[src/rtl/regbank_pkg.sv]
// Shared encodings for the controller select bus and the responder FSM.
// Both ends of the select bus import this so the codes cannot drift apart.
package regbank_pkg;

   localparam int DW_DEF = 8;
   localparam int AW_DEF = 4;
   localparam int SEL_W  = 4;

   localparam logic [SEL_W-1:0] SRC_IMM = 4'd0;
   localparam logic [SEL_W-1:0] SRC_A   = 4'd1;
   localparam logic [SEL_W-1:0] SRC_B   = 4'd2;
   localparam logic [SEL_W-1:0] SRC_C   = 4'd3;
   localparam logic [SEL_W-1:0] SRC_MEM = 4'd4;
   localparam logic [SEL_W-1:0] SRC_ADD = 4'd5;
   localparam logic [SEL_W-1:0] SRC_SUB = 4'd6;
   localparam logic [SEL_W-1:0] SRC_AND = 4'd7;
   localparam logic [SEL_W-1:0] SRC_OR  = 4'd8;

   localparam logic [SEL_W-1:0] DST_NONE = 4'd0;
   localparam logic [SEL_W-1:0] DST_A    = 4'd1;
   localparam logic [SEL_W-1:0] DST_B    = 4'd2;
   localparam logic [SEL_W-1:0] DST_C    = 4'd3;
   localparam logic [SEL_W-1:0] DST_MEM  = 4'd4;
   localparam logic [SEL_W-1:0] DST_OUT  = 4'd5;

   typedef enum logic [1:0] {
      ST_IDLE  = 2'd0,
      ST_MEMRD = 2'd1,
      ST_WRITE = 2'd2
   } state_t;

   function automatic logic src_reserved(input logic [SEL_W-1:0] sel);
      return sel > SRC_OR;
   endfunction

   function automatic logic dst_reserved(input logic [SEL_W-1:0] sel);
      return sel > DST_OUT;
   endfunction

endpackage

[src/rtl/regbank_alu.sv]
// Combinational op mux over the A/B operands for the ALU source codes.
// Results wrap modulo 2**DW; carry and borrow are dropped.
module regbank_alu
   import regbank_pkg::*;
#(
   parameter int DW = DW_DEF
) (
   input  logic [SEL_W-1:0] op,
   input  logic [DW-1:0]    a,
   input  logic [DW-1:0]    b,
   output logic [DW-1:0]    result
);

   always_comb begin
      result = '0;
      case (op)
         SRC_ADD: result = a + b;
         SRC_SUB: result = a - b;
         SRC_AND: result = a & b;
         SRC_OR:  result = a | b;
         default: result = '0;
      endcase
   end

endmodule

[src/rtl/regbank_responder.sv]
// Datapath responder: latches one transfer command per handshake, sources a
// value (imm/reg/mem/ALU) and writes it to A/B/C, scratch memory or OUT.
module regbank_responder
   import regbank_pkg::*;
#(
   parameter int DW = DW_DEF,
   parameter int AW = AW_DEF
) (
   input  logic             clk,
   input  logic             reset,
   input  logic             valid,
   input  logic [SEL_W-1:0] rd_sel,
   input  logic [SEL_W-1:0] wr_sel,
   input  logic [AW-1:0]    mar,
   input  logic [DW-1:0]    imm,
   output logic             ready,
   output logic             done,
   output logic             err,
   output logic             z,
   output logic [DW-1:0]    out,
   output logic [DW-1:0]    a,
   output logic [DW-1:0]    b,
   output logic [DW-1:0]    c
);

   state_t state_reg, state_next;

   logic [SEL_W-1:0] rd_sel_reg, wr_sel_reg;
   logic [AW-1:0]    mar_reg;
   logic [DW-1:0]    imm_reg;

   logic [DW-1:0] mem [2**AW];
   logic [DW-1:0] mem_rd_reg;
   logic [DW-1:0] out_reg;
   logic          z_reg, done_reg, err_reg;

   logic          accept, write_en, cmd_err;
   logic [DW-1:0] alu_result, src_value;
   logic [DW-1:0] gpr_value [3];

   always_comb begin
      state_next = state_reg;
      ready      = 1'b0;
      accept     = 1'b0;
      write_en   = 1'b0;
      case (state_reg)
         ST_IDLE: begin
            ready = 1'b1;
            if (valid) begin
               accept     = 1'b1;
               state_next = (rd_sel == SRC_MEM) ? ST_MEMRD : ST_WRITE;
            end
         end
         ST_MEMRD: state_next = ST_WRITE;
         ST_WRITE: begin
            write_en   = 1'b1;
            state_next = ST_IDLE;
         end
         default: state_next = ST_IDLE;
      endcase
   end

   always_ff @(posedge clk) begin
      if (reset) begin
         state_reg <= ST_IDLE;
      end else begin
         state_reg <= state_next;
      end
   end

   // The command is frozen at acceptance so the controller may move on.
   always_ff @(posedge clk) begin
      if (reset) begin
         rd_sel_reg <= '0;
         wr_sel_reg <= '0;
         mar_reg    <= '0;
         imm_reg    <= '0;
      end else if (accept) begin
         rd_sel_reg <= rd_sel;
         wr_sel_reg <= wr_sel;
         mar_reg    <= mar;
         imm_reg    <= imm;
      end
   end

   regbank_alu #(.DW(DW)) u_alu (
      .op     (rd_sel_reg),
      .a      (a),
      .b      (b),
      .result (alu_result)
   );

   always_comb begin
      src_value = '0;
      case (rd_sel_reg)
         SRC_IMM: src_value = imm_reg;
         SRC_A:   src_value = a;
         SRC_B:   src_value = b;
         SRC_C:   src_value = c;
         SRC_MEM: src_value = mem_rd_reg;
         SRC_ADD, SRC_SUB, SRC_AND, SRC_OR: src_value = alu_result;
         default: src_value = '0;
      endcase
   end

   assign cmd_err = src_reserved(rd_sel_reg) || dst_reserved(wr_sel_reg);

   // A, B and C occupy consecutive destination codes starting at 1.
   for (genvar gi = 0; gi < 3; gi++) begin : gen_gpr
      localparam logic [SEL_W-1:0] DST_CODE = SEL_W'(gi + 1);
      logic [DW-1:0] gpr_reg;

      always_ff @(posedge clk) begin
         if (reset) begin
            gpr_reg <= '0;
         end else if (write_en && wr_sel_reg == DST_CODE) begin
            gpr_reg <= src_value;
         end
      end

      assign gpr_value[gi] = gpr_reg;
   end

   assign a = gpr_value[0];
   assign b = gpr_value[1];
   assign c = gpr_value[2];

   always_ff @(posedge clk) begin
      if (reset) begin
         out_reg  <= '0;
         z_reg    <= 1'b0;
         done_reg <= 1'b0;
         err_reg  <= 1'b0;
      end else begin
         done_reg <= write_en;
         err_reg  <= write_en && cmd_err;
         if (write_en) begin
            z_reg <= (src_value == '0);
         end
         if (write_en && wr_sel_reg == DST_OUT) begin
            out_reg <= src_value;
         end
      end
   end

   // Scratch memory keeps its contents across reset; only the write is gated.
   always_ff @(posedge clk) begin
      if (!reset && write_en && wr_sel_reg == DST_MEM) begin
         mem[mar_reg] <= src_value;
      end
      if (state_reg == ST_MEMRD) begin
         mem_rd_reg <= mem[mar_reg];
      end
   end

   assign out  = out_reg;
   assign z    = z_reg;
   assign done = done_reg;
   assign err  = err_reg;

endmodule
[config.mk]
export PLATFORM = sky130hd
export DESIGN_NAME = regbank_responder
export DESIGN_NICKNAME = d
export VERILOG_FILES = /design/src/rtl/regbank_pkg.sv /design/src/rtl/regbank_alu.sv /design/src/rtl/regbank_responder.sv
export SDC_FILE = /design/constraint.sdc
export NUM_CORES = 1
export LEC_CHECK = 0
export CELL_PAD_IN_SITES_DETAIL_PLACEMENT = 1
export CELL_PAD_IN_SITES_GLOBAL_PLACEMENT = 2
export CORE_ASPECT_RATIO = 1.75
export CORE_MARGIN = 1.5
export CORE_UTILIZATION = 42
export CTS_CLUSTER_DIAMETER = 50
export DETAILED_ROUTE_END_ITERATION = 8
export PLACE_DENSITY = 0.86
export SKIP_LAST_GASP = 1
export SLEW_MARGIN = 5
export SYNTH_ARGS = -nofsm -noshare
export SYNTH_HDL_FRONTEND = slang
export SYNTH_HIERARCHICAL = 1
export SYNTH_SLANG_ARGS = --single-unit
export TNS_END_PERCENT = 1
[constraint.sdc]
create_clock -name clk -period 3.8 [get_ports clk]
set_input_delay 0.76 -clock clk [delete_from_list [all_inputs] [get_ports clk]]
set_output_delay 0.76 -clock clk [all_outputs]
set_load 0.01 [all_outputs]
Word level (Yosys, flattened, before mapping)
Memory sizes are Yosys's and may differ from the RTL's. A register that Yosys moved wholly into a read port is not among the register bits.
Index checks and enable logic that the tools add are counted.
- bits in registers: 57
- latch bits: 0
- bits in writable memories: 128
- ROM bits: 0
- memories kept: 1
- $add $sub $neg: 2
- multiply operators: 0
- divide/modulo/power cells: 0
- magnitude comparators: 2
- equal/unequal tests: 17
- shifts and indexed selects: 0
- multiplexer cells: 11
- bitwise gates (word level): 2
- reduce and logical (&&, ||, !) cells: 13
- memories (name ; depth ; width ; rd ports ; clocked after Yosys merged registers in ; write ports ; line ; RTL):
    mem ; 16 ; 8 ; 1 ; 1 ; 1 ; regbank_responder.sv:32 ; logic [DW-1:0] mem [2**AW];
- operators by type and width (cell ; count):
    case mux 8 bit (6 select lines) ; 1
    case mux 8 bit (4 select lines) ; 1
    equality test 4 x 3 -> 1 bit, second input constant ; 7
    equality test 4 x 2 -> 1 bit, second input constant ; 4
    adder 8 bit ; 1
    bitwise AND 8 bit ; 1
    equality test 4 x 1 -> 1 bit, second input constant ; 2
    zero test 8 bit ; 1
    bitwise OR 8 bit ; 1
    subtractor 8 bit ; 1
    logical AND 1 bit ; 7
    two-way mux 1 bit ; 6
    equality test 4 bit, second input constant ; 1
    greater-than comparator 4 x 3 -> 1 bit, second input constant ; 1
    greater-than comparator 4 bit, second input constant ; 1
    zero test 4 bit ; 1
    two-way mux 2 bit ; 2
    case mux 2 bit (2 select lines) ; 1
    OR reduction 4 bit ; 1
    equality test 2 x 1 -> 1 bit, second input constant ; 1
    equality test 2 bit, second input constant ; 1
    zero test 2 bit ; 1
    != test 2 bit, second input constant ; 1
    zero test 1 bit ; 1
    logical OR 1 bit ; 1

Depth between registers and ports, before layout
- word-level depth: 6
- gate-level depth with buffers: 16
- gate-level depth less buffers: 16

Cells and area by module
The synthesis kept the hierarchy.
- modules (own cells, without submodules) (module ; times used ; cells each ; area an instance (µm²) ; seq. area each (µm²)):
    regbank_responder ; 1 ; 538 ; 7923.8 ; 5225.0
    regbank_alu ; 1 ; 94 ; 683.2 ; 0.0

Worst setup path before layout
OpenSTA, ideal clock, no wires.
- path type: reg-to-reg
- start point: register rd_sel_reg[0]
- end point: memory mem[0][6] (netlist bit) (data pin)
- library setup time: 0.308 ns
- data arrival time: 3.196 ns
- required time: 3.492 ns
- setup slack: 0.296 ns
- stages on the path, launching flop included: 14
- buffers on the path: 1
- path through: dfxtp_1 > and4bb_2 > clkbuf_1 > mux2_2 > fa_1 > nor2b_1 > o21ai_0 > a21boi_0 > o32a_1 > nand3_1 > a22oi_1 > o32ai_1 > a211oi_2 > inv_1
- cells in the longest elaborated chain, start to end: 3
- elaborated cells on any way between the ends: 12
- classes of those cells: 8 x eq/ne; 2 x mux; 2 x reduce/logical
- ends and longest elaborated chain (item ; line ; RTL):
    from (decl) ; regbank_responder.sv:28 ; logic [SEL_W-1:0] rd_sel_reg, wr_sel_reg;
    from (signal assigned) ; regbank_responder.sv:79 ; rd_sel_reg <= rd_sel;
    equality test 4 bit or equality test 4 x 3 -> 1 bit (tied branches) ; regbank_alu.sv:16 ; case (op)
    case mux 8 bit (4 select lines) (*) ; regbank_alu.sv:16 ;
    named net alu_result[6] ; regbank_responder.sv:38 ; logic [DW-1:0] alu_result, src_value;
    case mux 8 bit (6 select lines) (*) ; regbank_responder.sv:95 ; case (rd_sel_reg)
    named net src_value[6] ; regbank_responder.sv:38 ;
    to (decl) ; regbank_responder.sv:32 ;
Mark *: on every way through the listed nets, which the timed path passes. The rest lies on a longest branch.

Final worst setup path
- start point: register gen_gpr[1].gpr_reg[0] (netlist: b[0])
- end point: memory mem[5][7] (netlist bit) (data pin)
- cells in the longest elaborated chain, start to end: 3
- elaborated cells on any way between the ends: 4
- classes of those cells: 2 x add/sub; 2 x mux
- ends and longest elaborated chain (item ; line ; RTL):
    from (decl) ; regbank_responder.sv:111 ; logic [DW-1:0] gpr_reg;
    from (signal assigned) ; regbank_responder.sv:117 ; gpr_reg <= src_value;
    subtractor 8 bit or adder 8 bit (tied branches) ; regbank_alu.sv:18, regbank_alu.sv:17 ;
    case mux 8 bit (4 select lines) (*) ; regbank_alu.sv:16 ;
    named net alu_result[7] ; regbank_responder.sv:38 ;
    case mux 8 bit (6 select lines) (*) ; regbank_responder.sv:95 ;
    named net src_value[7] ; regbank_responder.sv:38 ;
Marks and branches as above.

==> out/results.md <==
• **post-detailed-route via-to-cell ratio** 5.75
• **Int Pwr** 3.46 mW
• **Max rail drop VDD** 0.000301 V
• **Diodes inserted** 0
• **Slew Viols, Final** 0
• **number of DRC markers after the initial detailed-route iteration** 258
• **Min-Delay Path Class** reg -> reg
• **CP Class** reg -> reg
• **largest area contributor in the synthesized netlist** sky130_fd_sc_hd__edfxtp_1
• **startpoint of the worst-slack reg-to-reg timing path** b[0]
• **full die area** 21400 um2
• **top achievable clock speed** 0.270 GHz
• **minimum period implied by the final worst setup slack** 3710 ps
• **sequential fraction of design power** 50.8%
• **highest routed metal layer** met4
• **largest net degree at the start of global routing** 56
• **final weighted congestion in routability-driven placement** 0.887
• **headroom to the max-slew limit** 38.0%
• **Routed WL** 23400 um
• **library cell used as clock root buffer** sky130_fd_sc_hd__clkbuf_16
• **worst path setup slack after routing** 93.6 ps
• **count of buffer and inverter cells on the critical path** 2
• **hold_buf cts** 0
• **data required time at the worst endpoint** 3950 ps
• **drt wl/cell** 24.2 um
• **Clock H-tree levels** 4
• **y dimension of the die** 192 um
• **FFs w/ async S/R, synth** 0%
• **highest-delay cell along the critical path** sky130_fd_sc_hd__a221oi_4
• **average cell area after synthesis** 13.6 um2
• **DP Wirelength** 17200 um
• **Worst Max-Slew Pin Slew** 929 ps
• **Final Cell Area** 10200 um2
• **Crit Path Max Fanout** 16
• **flop and latch count out of synthesis** 193
• **FILL cells** 2061
• **clock transition at the registers of the reported paths** 70 ps
• **run status** completed
• **series of cell instances along the critical path** inv_1 > ha_1 > nor3b_2 > a21oi_1 > xnor2_1 > ha_1 > a21o_1 > a31o_2 > a21oi_1 > xnor2_1 > o21ai_1 > a22oi_1 > a21oi_1 > a221oi_4 > inv_2
• **Worst R2R Path Depth** 15
• **die boundary width** 111 um
• **Tcrit/Tclk final** 97.5%
• **layout cell share with drive strength beyond 1** 19.6%
• **sequential area share after synthesis** 60.7%
• **NumNets Final** 739
• **slack of the worst reg-to-reg path** 90 ps
• **synthesized instance count** 632
• **Cell Pwr Density** 450 nW/um2
• **net count after synthesis** 666
• **via count of the first global-routing pass** 6053
• **Yosys top cell area share** 47.4%
• **clk_skew** 10.6 ps
• **relative area change from synthesis to final layout** 18.0%
• **Post-synth EDFFs** 136
• **CTS Buffer Depth** 2
• **largest stage delay on the critical path** 430 ps
• **top cells by area, synth** sky130_fd_sc_hd__edfxtp_1, sky130_fd_sc_hd__dfxtp_1, sky130_fd_sc_hd__mux4_2, sky130_fd_sc_hd__nor2_1, sky130_fd_sc_hd__a211oi_1
• **number of warning messages in the yosys log** 6
• **Setup crit end kind** register
• **starting density of the core** 42.6%
• **number of iterations in the first detailed-routing pass** 4
• **CTS tree** done
• **first-pass GRT wire length** 36000 um
• **startpoint of the tightest hold check path** imm_reg[1]
• **Hold Path Depth** 2
• **post-CTS setup buffer count** 0
• **Arr. time, crit path** 3860 ps
• **endpoints failing setup** 0
• **Layout Utilization** 50.3%
• **switching share of power** 24.3%
• **startpoint types** register
• **total routing resource utilization after global routing** 22.8%
• **global-route congestion overflow total** 0
• **combinational power share** 9.3%
• **count of non-filler cells in the finished layout** 966
• **Crit path top cell by count** sky130_fd_sc_hd__a21oi_1
• **number of buffers created by CTS** 17
• **DRC viols** 0
• **clock latency at the later pin of the worst-skew pair** 440 ps
• **IO Pins** 59
• **number of vias in the routed layout** 5550
• **clock power share** 39.9%
• **max-capacitance violation count** 0
• **top_reg_cell synth** sky130_fd_sc_hd__edfxtp_1
• **clock net sink count** 193
• **switching power total** 1.11 mW
• **Final Hold Fails** 0
• **largest reg by FF count** mem
• **met3 wire len** 589 um
• **Port Buffer Count** 58
• **wire length on met1** 8050 um
• **gate family responsible for the most delay along the worst path** compound AO/OA/AOI/OAI gates
• **routed wl met2** 13500 um
• **Post-Place Worst Slack** -99.2 ps
• **antenna violations before repair** 0
• **placed cell count** 934
• **number of core rows** 69
• **area of the core** 20200 um2
• **unrepaired setup endpoints after global routing** true
• **flip-flop count of the largest register after layout** 128
• **standby leakage power** 3.37 nW
• **netlist area before placement** 8610 um2
• **reg2reg end** mem[5][7]
• **DRT antenna net count** 0
• **number of distinct library cell variants in the gate-level netlist after synthesis** 69
• **destination of the worst hold path** imm_reg[1]
• **Area after DPL** 9540 um2
==> routing by layer <==
| metal | up-vias | GRT usage, % |
|---|---|---|
| li1 | 2545 | - |
| met1 | 2832 | 22.6 |
| met2 | 117 | 44.0 |
| met3 | 56 | 4.11 |
| met4 | 0 | 13.1 |
| met5 | - | 0 |
==> worst register-to-register path, cell delays in order, from the launching register on <==
cell and delay [ps]:
sky130_fd_sc_hd__dfxtp_1 330, sky130_fd_sc_hd__inv_1 60, sky130_fd_sc_hd__ha_1 210, sky130_fd_sc_hd__nor3b_2 170, sky130_fd_sc_hd__a21oi_1 260, sky130_fd_sc_hd__xnor2_1 160, sky130_fd_sc_hd__ha_1 310, sky130_fd_sc_hd__a21o_1 180
sky130_fd_sc_hd__a31o_2 200, sky130_fd_sc_hd__a21oi_1 230, sky130_fd_sc_hd__xnor2_1 160, sky130_fd_sc_hd__o21ai_1 160, sky130_fd_sc_hd__a22oi_1 220, sky130_fd_sc_hd__a21oi_1 140, sky130_fd_sc_hd__a221oi_4 430, sky130_fd_sc_hd__inv_2 200
==> metrics by stage <==
step / hold slack [ps] / setup TNS [ps] / total power, mW
floorplan: 434 / 0 / 2.64
global placement: 448 / -28.7 / 2.77
detailed placement: 454 / -1580 / 2.79
CTS: 464 / 0 / 4.60
global route: 485 / -3240 / 4.70
finish: 461 / 0 / 4.57
==> final cells by class <==
class	instances	area, um2	share of cell area, %
Sequential cell	193	5230	51.5
Clock buffer	17	425	4.19
Multi-Input combinational cell	376	3060	30.1
Timing Repair Buffer	97	881	8.68
Clock inverter	15	174	1.71
Tap cell	248	310	3.06
Inverter	20	75.1	0.739
==> cells in the final DEF, fill, tap and decap left out, drive strengths merged, types with 4 or more instances in the layout <==
cell           instances
nor3                  12
mux2                   4
o21ai                 12
clkinv                 4
xnor2                  9
clkdlybuf4s50         57
a22oi                 13
clkbuf                17
a31oi                  5
nor2                  61
nor2b                  4
a221oi                 4
inv                   26
nor3b                  5
nand2b                 5
nand2                 55
nand3b                 7
a21oi                 39
a211oi                30
mux4                  40
mux2i                 10
ha                    10
dfxtp                 57
buf                   40
edfxtp               136
a21o                   8
nand3                  6
==> how the worst max path moves through the flow <==
stage,startpoint,endpoint,slack (ps),cells after the start
after CTS,rd_sel_reg[0],mem[10][6],30,12
after floorplan,rd_sel_reg[0],mem[0][6],300,13
after detailed placement,b[0],mem[14][7],-100,15
after global placement,b[0],mem[6][7],-2,15
final,b[0],mem[5][7],90,15
after global routing,b[0],mem[3][7],-120,15
==> logic make-up (layout without fill, tap and decap cells) <==
family | after synthesis | in the layout | synth area share (%)
flops | 193 | 193 | 60.7
mux | 54 | 54 | 12.2
simple gates | 173 | 173 | 9.89
compound gates | 126 | 126 | 10.4
xor+xnor | 12 | 12 | 1.22
buf+inv | 63 | 149 | 3.92
fa+ha+maj | 11 | 11 | 1.69
==> Yosys cell counts, types with 7 or more instances <==
cell type / count
sky130_fd_sc_hd__a21o_1: 8
sky130_fd_sc_hd__o21ai_0: 12
sky130_fd_sc_hd__edfxtp_1: 136
sky130_fd_sc_hd__inv_1: 19
sky130_fd_sc_hd__nand2_1: 55
sky130_fd_sc_hd__mux2i_1: 10
sky130_fd_sc_hd__mux4_2: 40
sky130_fd_sc_hd__clkbuf_1: 17
sky130_fd_sc_hd__ha_1: 10
sky130_fd_sc_hd__nor2_1: 59
sky130_fd_sc_hd__nor3_1: 11
sky130_fd_sc_hd__dfxtp_1: 57
sky130_fd_sc_hd__buf_4: 8
sky130_fd_sc_hd__a21oi_1: 39
sky130_fd_sc_hd__a22oi_1: 12
sky130_fd_sc_hd__buf_6: 7
sky130_fd_sc_hd__xnor2_1: 9
sky130_fd_sc_hd__a211oi_1: 29
==> power by group through the flow <==
stage | clock network [mW] | registers [mW] | logic (mW)
4_1_cts | 1.86 | 2.32 | 0.423
5_1_grt | 1.92 | 2.33 | 0.457
3_3_place_gp | 0 | 2.37 | 0.400
2_1_floorplan | 0 | 2.36 | 0.282
3_5_place_dp | 0 | 2.37 | 0.418
6_report | 1.82 | 2.32 | 0.424
==> timing repair <==
action / CTS / global route
setup endpoints to repair: 16 / 69
resized for setup: 2 / 4
pin swaps: 0 / 0
(Power assumes the default switching activity.)
